### src/rtl/bus_ctrl.sv
// Multiplexed 20-bit address / 16-bit data bus master: IDLE->ADDR->HOLD->DATA->RECOVER.
// Optional BUS_CTRL_EXT_WAIT_EN adds a bus_rdy input that stretches the last DATA cycle.
module bus_ctrl #(
   parameter int unsigned WAIT_STATES = 1
) (
   input  logic        clk,
   input  logic        rst_n,
   input  logic        req,
   input  logic        wr,
   input  logic        io,
   input  logic [19:0] addr,
   input  logic [15:0] wdata,
   output logic        ack,
   output logic        busy,
   output logic [15:0] rdata,
   output logic [19:0] ad_o,
   input  logic [15:0] ad_i,
   output logic        ad_oe_hi,
   output logic        ad_oe_lo,
   output logic        ale,
   output logic        oe_n,
   output logic        we_n,
   output logic        pio
`ifdef BUS_CTRL_EXT_WAIT_EN
   ,
   input  logic        bus_rdy
`endif
);

   localparam int unsigned ADDR_W = 20;
   localparam int unsigned DATA_W = 16;
   localparam int unsigned CNT_W  = 4;

   typedef enum logic [2:0] {
      S_IDLE    = 3'd0,
      S_ADDR    = 3'd1,
      S_HOLD    = 3'd2,
      S_DATA    = 3'd3,
      S_RECOVER = 3'd4
   } state_e;

   state_e              state_q, state_d;
   logic [CNT_W-1:0]    cnt_q, cnt_d;
   logic [ADDR_W-1:0]   addr_q, addr_d;
   logic [DATA_W-1:0]   wdata_q, wdata_d;
   logic                wr_q, wr_d, io_q, io_d;
   logic [DATA_W-1:0]   rdata_d;
   logic [ADDR_W-1:0]   ad_o_d;
   logic                ack_d, busy_d, ale_d, oe_n_d, we_n_d, pio_d, oe_hi_d, oe_lo_d;
   logic                rdy_c, in_bus_c, in_data_c, in_tail_c;

`ifdef BUS_CTRL_EXT_WAIT_EN
   assign rdy_c = bus_rdy;
`else
   assign rdy_c = 1'b1;
`endif

   // Next state, capture registers and the output values for the state being entered
   always_comb begin
      state_d = state_q;
      cnt_d   = cnt_q;
      addr_d  = addr_q;
      wdata_d = wdata_q;
      wr_d    = wr_q;
      io_d    = io_q;
      rdata_d = rdata;
      case (state_q)
         S_IDLE: begin
            if (req) begin
               addr_d  = addr;
               wdata_d = wdata;
               wr_d    = wr;
               io_d    = io;
               state_d = S_ADDR;
            end
         end
         S_ADDR: state_d = S_HOLD;
         S_HOLD: begin
            cnt_d   = CNT_W'(WAIT_STATES);
            state_d = S_DATA;
         end
         S_DATA: begin
            if (cnt_q != '0) begin
               cnt_d = cnt_q - CNT_W'(1);
            end else if (rdy_c) begin
               if (!wr_q) rdata_d = ad_i;
               state_d = S_RECOVER;
            end
         end
         S_RECOVER: state_d = S_IDLE;
         default:   state_d = S_IDLE;
      endcase

      in_bus_c  = (state_d != S_IDLE);
      in_data_c = (state_d == S_DATA);
      in_tail_c = in_data_c || (state_d == S_RECOVER);

      ale_d   = (state_d == S_ADDR);
      ack_d   = (state_d == S_RECOVER);
      busy_d  = in_bus_c;
      oe_n_d  = !in_data_c;
      we_n_d  = !(in_data_c && wr_d);
      pio_d   = in_bus_c && !io_d;
      oe_hi_d = in_bus_c;
      // Low half turns around to input for reads once DATA starts
      oe_lo_d = in_bus_c && (!in_tail_c || wr_d);
      ad_o_d  = '0;
      if (in_bus_c) begin
         ad_o_d = {addr_d[ADDR_W-1:DATA_W], (in_tail_c && wr_d) ? wdata_d : addr_d[DATA_W-1:0]};
      end
   end

   // All state and outputs registered; reset aborts any cycle
   always_ff @(posedge clk or negedge rst_n) begin
      if (!rst_n) begin
         state_q  <= S_IDLE;
         cnt_q    <= '0;
         addr_q   <= '0;
         wdata_q  <= '0;
         wr_q     <= 1'b0;
         io_q     <= 1'b0;
         rdata    <= '0;
         ad_o     <= '0;
         ack      <= 1'b0;
         busy     <= 1'b0;
         ale      <= 1'b0;
         oe_n     <= 1'b1;
         we_n     <= 1'b1;
         pio      <= 1'b0;
         ad_oe_hi <= 1'b0;
         ad_oe_lo <= 1'b0;
      end else begin
         state_q  <= state_d;
         cnt_q    <= cnt_d;
         addr_q   <= addr_d;
         wdata_q  <= wdata_d;
         wr_q     <= wr_d;
         io_q     <= io_d;
         rdata    <= rdata_d;
         ad_o     <= ad_o_d;
         ack      <= ack_d;
         busy     <= busy_d;
         ale      <= ale_d;
         oe_n     <= oe_n_d;
         we_n     <= we_n_d;
         pio      <= pio_d;
         ad_oe_hi <= oe_hi_d;
         ad_oe_lo <= oe_lo_d;
      end
   end

endmodule
### config.mk
export PLATFORM = sky130hd
export DESIGN_NAME = bus_ctrl
export DESIGN_NICKNAME = d
export VERILOG_FILES = /design/src/rtl/bus_ctrl.sv
export SDC_FILE = /design/constraint.sdc
export NUM_CORES = 1
export LEC_CHECK = 0
export BUFFER_PORTS_ARGS = -buffer_cell sky130_fd_sc_hd__clkbuf_2
export CAP_MARGIN = 20
export CORE_ASPECT_RATIO = 0.8
export CORE_MARGIN = 2
export CORE_UTILIZATION = 25
export DETAILED_ROUTE_END_ITERATION = 10
export SYNTH_ARGS = -nofsm -noshare
export SYNTH_HDL_FRONTEND = slang
export SYNTH_SLANG_ARGS = --single-unit
### constraint.sdc
create_clock -name clk -period 2 [get_ports clk]
set_input_delay 0 -clock clk [delete_from_list [all_inputs] [get_ports clk]]
set_output_delay 0 -clock clk [all_outputs]
set_load 0.01 [all_outputs]
## Yosys cells after proc, flatten, opt, wreduce, memory -nomap -nowiden

Cells that the tools add are included.
Widths: inputs -> output; s select.

| cells by class | value |
|---|---|
| add/sub/neg operators | 1 |
| equality and inequality tests | 7 |
| mux-type cells | 15 |
| bitwise operators | 2 |
| reduce and logical (&&, ||, !) cells | 16 |

Operators with widths:

| kind | number |
|---|---|
| $mux 20 | 3 |
| $mux 16 | 3 |
| $pmux 3 s4 | 1 |
| $eq 3x2->1 const B | 3 |
| $pmux 4 s2 | 1 |
| $eq 3x1->1 const B | 2 |
| $mux 3 | 2 |
| $logic_and 1x1->1 | 4 |
| $logic_not 1->1 | 4 |
| $mux 1 | 4 |
| $mux 4 | 1 |
| $reduce_bool 4->1 | 1 |
| $sub 4x1->4 const B | 1 |
| $eq 3x3->1 const B | 1 |
| $logic_not 3->1 | 1 |
| $reduce_and 3->1 | 1 |
| $reduce_bool 3->1 | 1 |
| $logic_or 1x1->1 | 2 |
| $ne 2x2->1 const B | 1 |
| $not 1->1 | 2 |
| $reduce_and 2->1 | 1 |
| $reduce_bool 2->1 | 1 |

| storage, ports and cells | value |
|---|---|
| register bits | 88 |
| input port bits | 57 |
| logic and storage cells | 56 |

## Depth between registers and ports, before layout

Gate-level depths: netlist of the first run.

| logic depth | value |
|---|---|
| depth after elaboration | 8 |
| mapped depth | 6 |

## Least setup slack after synthesis of the first run

OpenSTA, ideal clock, no wires.

| path | value |
|---|---|
| kind | register to register |
| start point | reg state_q[1] |
| end point | reg ad_o[10] |
| arrival time | 1.651 ns |
| data required time | 1.878 ns |
| slack | 0.228 ns |
| stages on the path, launching flop included | 6 |
| path buffers | 2 |
| clock period less this slack | 1.772 ns |
| cells stage by stage | dfrtp_1 -> buf_6 -> nor4b_4 -> buf_4 -> mux2_2 -> a32o_1 |

| on the way | value |
|---|---|
| elaborated cells between the ends (all ways) | 17 |

RTL lines:

| element | RTL line | source |
|---|---|---|
| start, declared | 42 | `state_e state_q, state_d;` |
| start signal, assigned | 133 | `state_q <= state_d;` |
| $logic_not 3->1 | 67 | `case (state_q)` |
| $mux 20 | 67 |  |
| via addr_d[10] | 44 | `logic [ADDR_W-1:0] addr_q, addr_d;` |
| $mux 16 | 109 | `ad_o_d = {addr_d[ADDR_W-1:DATA_W], (in_tail_c && wr_d) ? wdata_d : addr_d[DATA_W-1:0]};` |
| $mux 20 | 108 | `if (in_bus_c) begin` |
| via ad_o_d[10] | 48 | `logic [ADDR_W-1:0] ad_o_d;` |
| end signal, assigned | 140 | `ad_o <= ad_o_d;` |
| end, declared | 16 | `output logic [19:0] ad_o,` |

The timed path passes the listed nets, and every way through them passes these cells.
A chain may end at the register's enable or synchronous reset.

## Worst setup path in the final report of the first run

| path | value |
|---|---|
| start point | reg state_q[2] |
| end point | reg ad_o[11] |

| on the way | value |
|---|---|
| elaborated cells between the ends (all ways) | 17 |

RTL lines:

| element | RTL line | source |
|---|---|---|
| $logic_not 3->1 | 67 |  |
| $mux 16 | 67 |  |
| via wdata_d[11] | 45 | `logic [DATA_W-1:0] wdata_q, wdata_d;` |
| $mux 16 | 109 |  |
| $mux 20 | 108 |  |
| via ad_o_d[11] | 48 |  |

The timed path passes the listed nets, and every way through them passes these cells.

==> results.md, run 1 <==
- Outcome: completed
- Leakage power: 2.294 nW
- Most used routing layer: met2
- Worst path cell trace: nor4b_4, buf_12, mux2_2, a32o_1
- Startpoint kind of the worst setup timing path: register
- GRT Util Overall: between 10% and 20%
- Sinks on the clock net: ~90
- Layout overhead on the synthesized area: 48.14%
- Met2 usage: a little under a fifth
- DR vias: 2,310
- Area enclosed by the die boundary: around 14,000 µm²
- Total Nets Final: 434
- Origin of the worst setup path: state_q[2]
- Number of buffers and inverters on the critical path: 1
- Power, Total: between 7 and 8 mW
- Total clock buffers created by CTS: 9
- Sequential fraction of the synthesis area: roughly 66%
- Maximum count of clock buffers along a single path: 2
- Max Fanout on Critical Path: 34
- # port buffers: 100
- R2r startpoint: state_q[2]
- Number of violations reported at the end of detailed-routing iteration 0: 80
- Cell with the biggest individual delay on the critical path: dfrtp_1
- GR Layer Usage met1: 14.57%
- Flip-flop and latch count after synthesis: 88
- DP Wirelength: 5204 µm
- Average size of a mapped cell: 15.88 µm²
- Floorplan core area: 13,010 µm²
- First-pass GRT wire length: 12,760 µm
- Number of enable flip-flop cells after synthesis: 0
- Count of distinct cell types in the synthesized netlist: 35
- Max-cap check violation count: 0
- Critical path's top delay family: flip-flops
- Nets in the synthesized netlist: around 270
- Syn Inst Count: around 210
- Routed len/inst: 14.02 µm
- Congestion Overflow GR: 0
- Reg2Reg Setup Slack: 140 ps
- Transition at the pin with the smallest max-transition slack: 476.1 ps
- Share of cells above drive strength 1: 48.42%
- Achievable frequency: 536.8 MHz
- Number of cell instances on the worst register-to-register path: 4
- CTS-repair resized insts: 0
- Setup TNS: 0 ps
- Starting density of the core: 25.87%
- Leading cell type in the layout, fill and taps excluded: clkbuf_2
- Clock Skew: 6.922 ps
- Number of antenna violations at the first check in global routing: 0
- Worst setup slack after layout: around 140 ps
- Worst hold path class: in -> async
- Most frequent cells in the layout: 99 x clkbuf_2, 86 x dfrtp_1, 55 x dlygate4sd3_1
- Setup repair after global routing missed its margin: no
- Asr flop ratio synth: 100.0%
- Worst slack on hold paths: about 140 ps
- Skew-Pair Late Insertion Delay: between 300 and 400 ps
- Met3 demand-to-capacity share in global routing: 4.708%
- Count of antenna-violating nets left after detailed routing: 0
- Number of warnings reported in the yosys synthesis log: 0
- Switching part of the total: 32.14%
- Switching power of the nets: 2.479 mW
- DRC violation count after routing: 0
- Most instantiated flip-flop cell in the synthesis netlist: dfrtp_1
- Delay contributed by the slowest stage of the critical path: 460 ps
- Reg-to-Reg End: ad_o[11]
- CTS HTree Levels: 3
- Horizontal die dimension: 133.7 µm
- Power share of the clock group: 23.4%
- Part of the total power dissipated in sequential elements: 39.6%
- Standard-cell rows: 37
- Final number of hold-violating endpoints: 0
- Normalized max-slew margin: 68.26%
- Design internal power: 5.236 mW
- Data required time of the critical path: 2230 ps
- Worst IR drop on VDD: 0.4831 mV
- Part of the cycle the worst path needs: between 90% and 100%
- Antenna cell count: 0
- Power per Cell Area: 1547 nW/µm²
- Final Non-Filler Cells: about 560
- Pin count of the biggest net entering global routing: 63
- Capturing element type of the critical path: register
- GP Congestion: about 0.72
- Critical Setup Path Class: reg -> reg
- Detailed Route WL: 7781 µm
- Number of top-level pins: a little over 100
- Shortest clock period the worst path allows after layout: 1863 ps
- Cell area after synthesis: around 3400 µm²
- Share of power burned in combinational logic: 37.0%
- Critical Path Stages: 4
- Via count of the first global-routing pass: between 2,000 and 3,000
- First-pass DRT Iterations: 4
- Detail-routed via count per cell: 4.162
- Worst Path Arrival: 2100 ps
- Library cell used as clock root buffer: clkbuf_16
- Pre-CTS setup slack: 136.7 ps
- Die Y-Extent: approximately 110 µm
- Post-CTS clock slew at the launch and capture registers of the worst setup and hold paths: 70 ps
- Placed cell count: 484
- CTS tree: done
- Final max-slew violation count: 0
- # setup viols final: 0
- Post-CTS setup buffer count: 0
how the worst max path moves through the flow:
| stage | endpoint |
|---|---|
| 4_1_cts | ad_o[11] |
| 3_3_place_gp | ad_o[10] |
| 6_report | ad_o[11] |
| 3_5_place_dp | ad_o[6] |
| 2_1_floorplan | ad_o[10] |
| 5_1_grt | ad_o[15] |
cells by family after synthesis:
group           Yosys count  synth area share (%)
simple gates             23                 5.354
mux                      53                 17.73
compound gates           29                 7.509
fa+ha+maj                 2                0.7434
flops                    88                 65.50
buf+inv                  17                 3.159
synth_stat cells (all sizes together), types with 2 or more instances:
library cell  count  area share [%]
nor2              3            0.33
mux2             53              18
a21o              3            0.67
ha                2            0.74
a211oi            2            0.59
and2              4            0.74
dfstp             2             1.6
buf               8             2.2
a32o             16             4.8
nor3              3            0.78
dfrtp            86              64
nor4b             2            0.97
nand2             3            0.33
inv               5            0.56
o21ai             3            0.45
clkbuf            4            0.45
timing repair:
| action | CTS | global route |
|---|---|---|
| hold buffers | 55 | 0 |
| hold endpoints to repair | 142 | 0 |
| endpoints found under the setup margin | 0 | 0 |
routing by layer:
layer / part of all wire (%) / vias up
met5: 0 / -
met2: 47 / 62
met4: 1.3 / 0
li1: - / 1096
met1: 46 / 1144
met3: 5.7 / 8
per-stage QoR:
stage / area (µm²) / utilization (%)
CTS: 4986 / 38.33
global placement: 4108 / 31.58
global route: 4986 / 38.33
detailed placement: 4108 / 31.58
floorplan: 3366 / -
finish: 4986 / 38.33
area by class of cell:
class | instances | area (µm²)
fillers | 1234 | 8023
flip-flops and latches | 88 | 2205
repair buffers | 164 | 1159
multi-input cells | 107 | 1057
clock buffers | 9 | 225.2
well taps | 175 | 219.0
clock inverters | 7 | 102.6
inverters | 5 | 18.77
power by group through the flow:
stage / registers (mW) / clock network [mW] / logic, mW
final: 3.05 / 1.80 / 2.86
after global routing: 3.15 / 1.96 / 3.16
after floorplan: 3.19 / 0 / 1.66
after detailed placement: 3.09 / 0 / 2.82
after global placement: 3.06 / 0 / 2.73
after CTS: 3.07 / 1.87 / 2.91
sequential cells by signal, summed over array words and instances (netlist names), 3 cells and up:
name	flops
cnt_q	4
wdata_q	16
rdata	16
ad_o	20
addr_q	20
state_q	3
Power figures use the tool's default switching activity.
==> inputs of run 2 (changes only) <==
PLACE_DENSITY = 0.45   (was unset)
==> run 2 against run 1 <==
Die area did not move. Count of clock-buffer cells in the layout rose by 3. Core utilization about the same. Clock skew fell by 1.4 ps. Sequential cell count stayed put. First-iteration DRC count increased by 3.8%. Largest power group unchanged. Hold slack better by 29 ps. Power is 1.1% lower.
==> results.md, run 2 (same netlist as run 1, synthesis figures left out) <==
- Number of violations reported at the end of detailed-routing iteration 0: between 80 and 90
- GP Congestion: 0.6573
- Count of antenna-violating nets left after detailed routing: 0
- Outcome: completed
- Critical Setup Path Class: reg -> reg
- DP Wirelength: 5189 µm
- Worst Path Arrival: 2020 ps
- Part of the cycle the worst path needs: 90.09%
- Detail-routed via count per cell: around 4.2
- Horizontal die dimension: 133.7 µm
- Met2 WL post-DR: 3682 µm
- Shortest clock period the worst path allows after layout: 1802 ps
- Max-cap check violation count: 0
- Clock Skew: about 5.5 ps
- Cells on Worst Hold Path: 3
- Library cell used as clock root buffer: clkbuf_16
- Die Y-Extent: 107.8 µm
- Reg-to-Reg End: ad_o[8]
- Post-Place Cell Area: 4130 µm²
- DR WL met3: 453 µm
- Layout overhead on the synthesized area: 48.22%
- Placed cell count: around 500
- GRT Util Overall: about an eighth
- CTS tree: done
- Capturing element type of the critical path: register
- First-pass GRT wire length: roughly 13,000 µm
- Largest registers in the final layout: ad_o: 20 flops, addr_q: 20 flops
- CTS HTree Levels: 3
- Number of top-level pins: 101
- Post-route met1 wirelength: ~3800 µm
- DR vias: between 2,000 and 2,500
- Starting density of the core: about 26%
- Final number of hold-violating endpoints: 0
- Congestion Overflow GR: 0
- Number of antenna violations at the first check in global routing: 0
- Final Non-Filler Cells: 558
- Data required time of the critical path: around 2200 ps
- DRC violation count after routing: 0
- Maximum count of clock buffers along a single path: 2
- Hold Path Origin: req
- Skew-Pair Late Insertion Delay: 340 ps
- Via count of the first global-routing pass: 2,507
- Antenna cell count: 0
- # port buffers: 100
- Final max-slew violation count: 0
- Most frequent cells in the layout: 99 x clkbuf_2, 86 x dfrtp_1, 55 x dlygate4sd3_1
- Power, Total: 7.626 mW
- Post-CTS clock slew at the launch and capture registers of the worst setup and hold paths: 60 ps
- Transition at the pin with the smallest max-transition slack: 559.8 ps
- First-pass DRT Iterations: 4
- Share of cells above drive strength 1: 48.56%
- Standard-cell rows: 37
- Sinks on the clock net: 88
- Setup repair after global routing missed its margin: no
- Leakage power: 2.301 nW
- Routed len/inst: 14.37 µm
- R2r startpoint: state_q[0]
- DR top layer: met4
- Cell area after layout: ~5000 µm²
- Setup TNS: 0 ps
- Post-CTS setup buffer count: 0
- Floorplan core area: 13,010 µm²
- Area enclosed by the die boundary: 14,410 µm²
- Final core utilization: 38.35%
- Reg2Reg Setup Slack: ~200 ps
- Power per Cell Area: approximately 1500 nW/µm²
- Worst hold path class: in -> reg
- Number of cell instances on the worst register-to-register path: 4
- Pin count of the biggest net entering global routing: 40
- Detailed Route WL: 8019 µm
- Total Nets Final: 437
- Max Fanout on Critical Path: 30
- End of the worst hold path: ale
- Startpoint kind of the worst setup timing path: register
- Total clock buffers created by CTS: 9
- # setup viols final: 0
- Leading cell type in the layout, fill and taps excluded: clkbuf_2
- Normalized max-slew margin: 62.68%
- Achievable frequency: 555.0 MHz
- Worst IR drop on VDD: 0.4812 mV
==> run 2: power breakdown <==
| group | total [mW] | switching [mW] | internal, mW |
|---|---|---|---|
| Sequential | 3.01 | 0.337 | 2.67 |
| Combinational | 2.89 | 1.41 | 1.48 |
| Clock | 1.72 | 0.683 | 1.04 |
| Total | 7.63 | 2.43 | 5.19 |
==> run 2: how the worst max path moves through the flow <==
stage / to / depth (start not counted) / startpoint
2_1_floorplan: ad_o[10] / 5 / state_q[1]
3_3_place_gp: ad_o[15] / 4 / state_q[0]
3_5_place_dp: ad_o[8] / 4 / state_q[0]
4_1_cts: ad_o[8] / 4 / state_q[0]
5_1_grt: rdata[14] / 6 / cnt_q[0]
6_report: ad_o[8] / 4 / state_q[0]
==> run 2: metrics by stage <==
| stage | hold WS (ps) | setup slack [ps] |
|---|---|---|
| finish | 164.7 | 198.3 |
| global route | 162.6 | 56.79 |
| CTS | 158.1 | 188.1 |
| detailed placement | 33.00 | 195.8 |
| global placement | 22.80 | 222.3 |
| floorplan | -295.6 | 227.6 |
==> run 2: repair_timing <==
| action | in CTS | in global routing |
|---|---|---|
| endpoints found under the hold margin | 90 | 0 |
| gates resized for setup | 0 | 0 |
| hold buffers | 55 | 0 |
==> run 2: critical path, stage by stage (launching register included) <==
cell and delay (ps):
dfrtp_1 470, nor4b_4 320, buf_12 240, mux2_2 370, a32o_1 270
==> run 2: cell type report <==
cell class / instances / area (µm²)
flip-flops and latches: 88 / 2205
well taps: 175 / 219.0
repair buffers: 167 / 1181
clock buffers: 12 / 256.5
inverters: 5 / 18.77
multi-input cells: 107 / 1057
clock inverters: 4 / 51.30
fillers: 1274 / 8020
==> run 2: layer usage <==
layer	up-vias	track usage, %
met2	71	18.57
met3	9	3.908
met5	-	0
met1	1154	15.50
met4	0	3.875
li1	1101	-
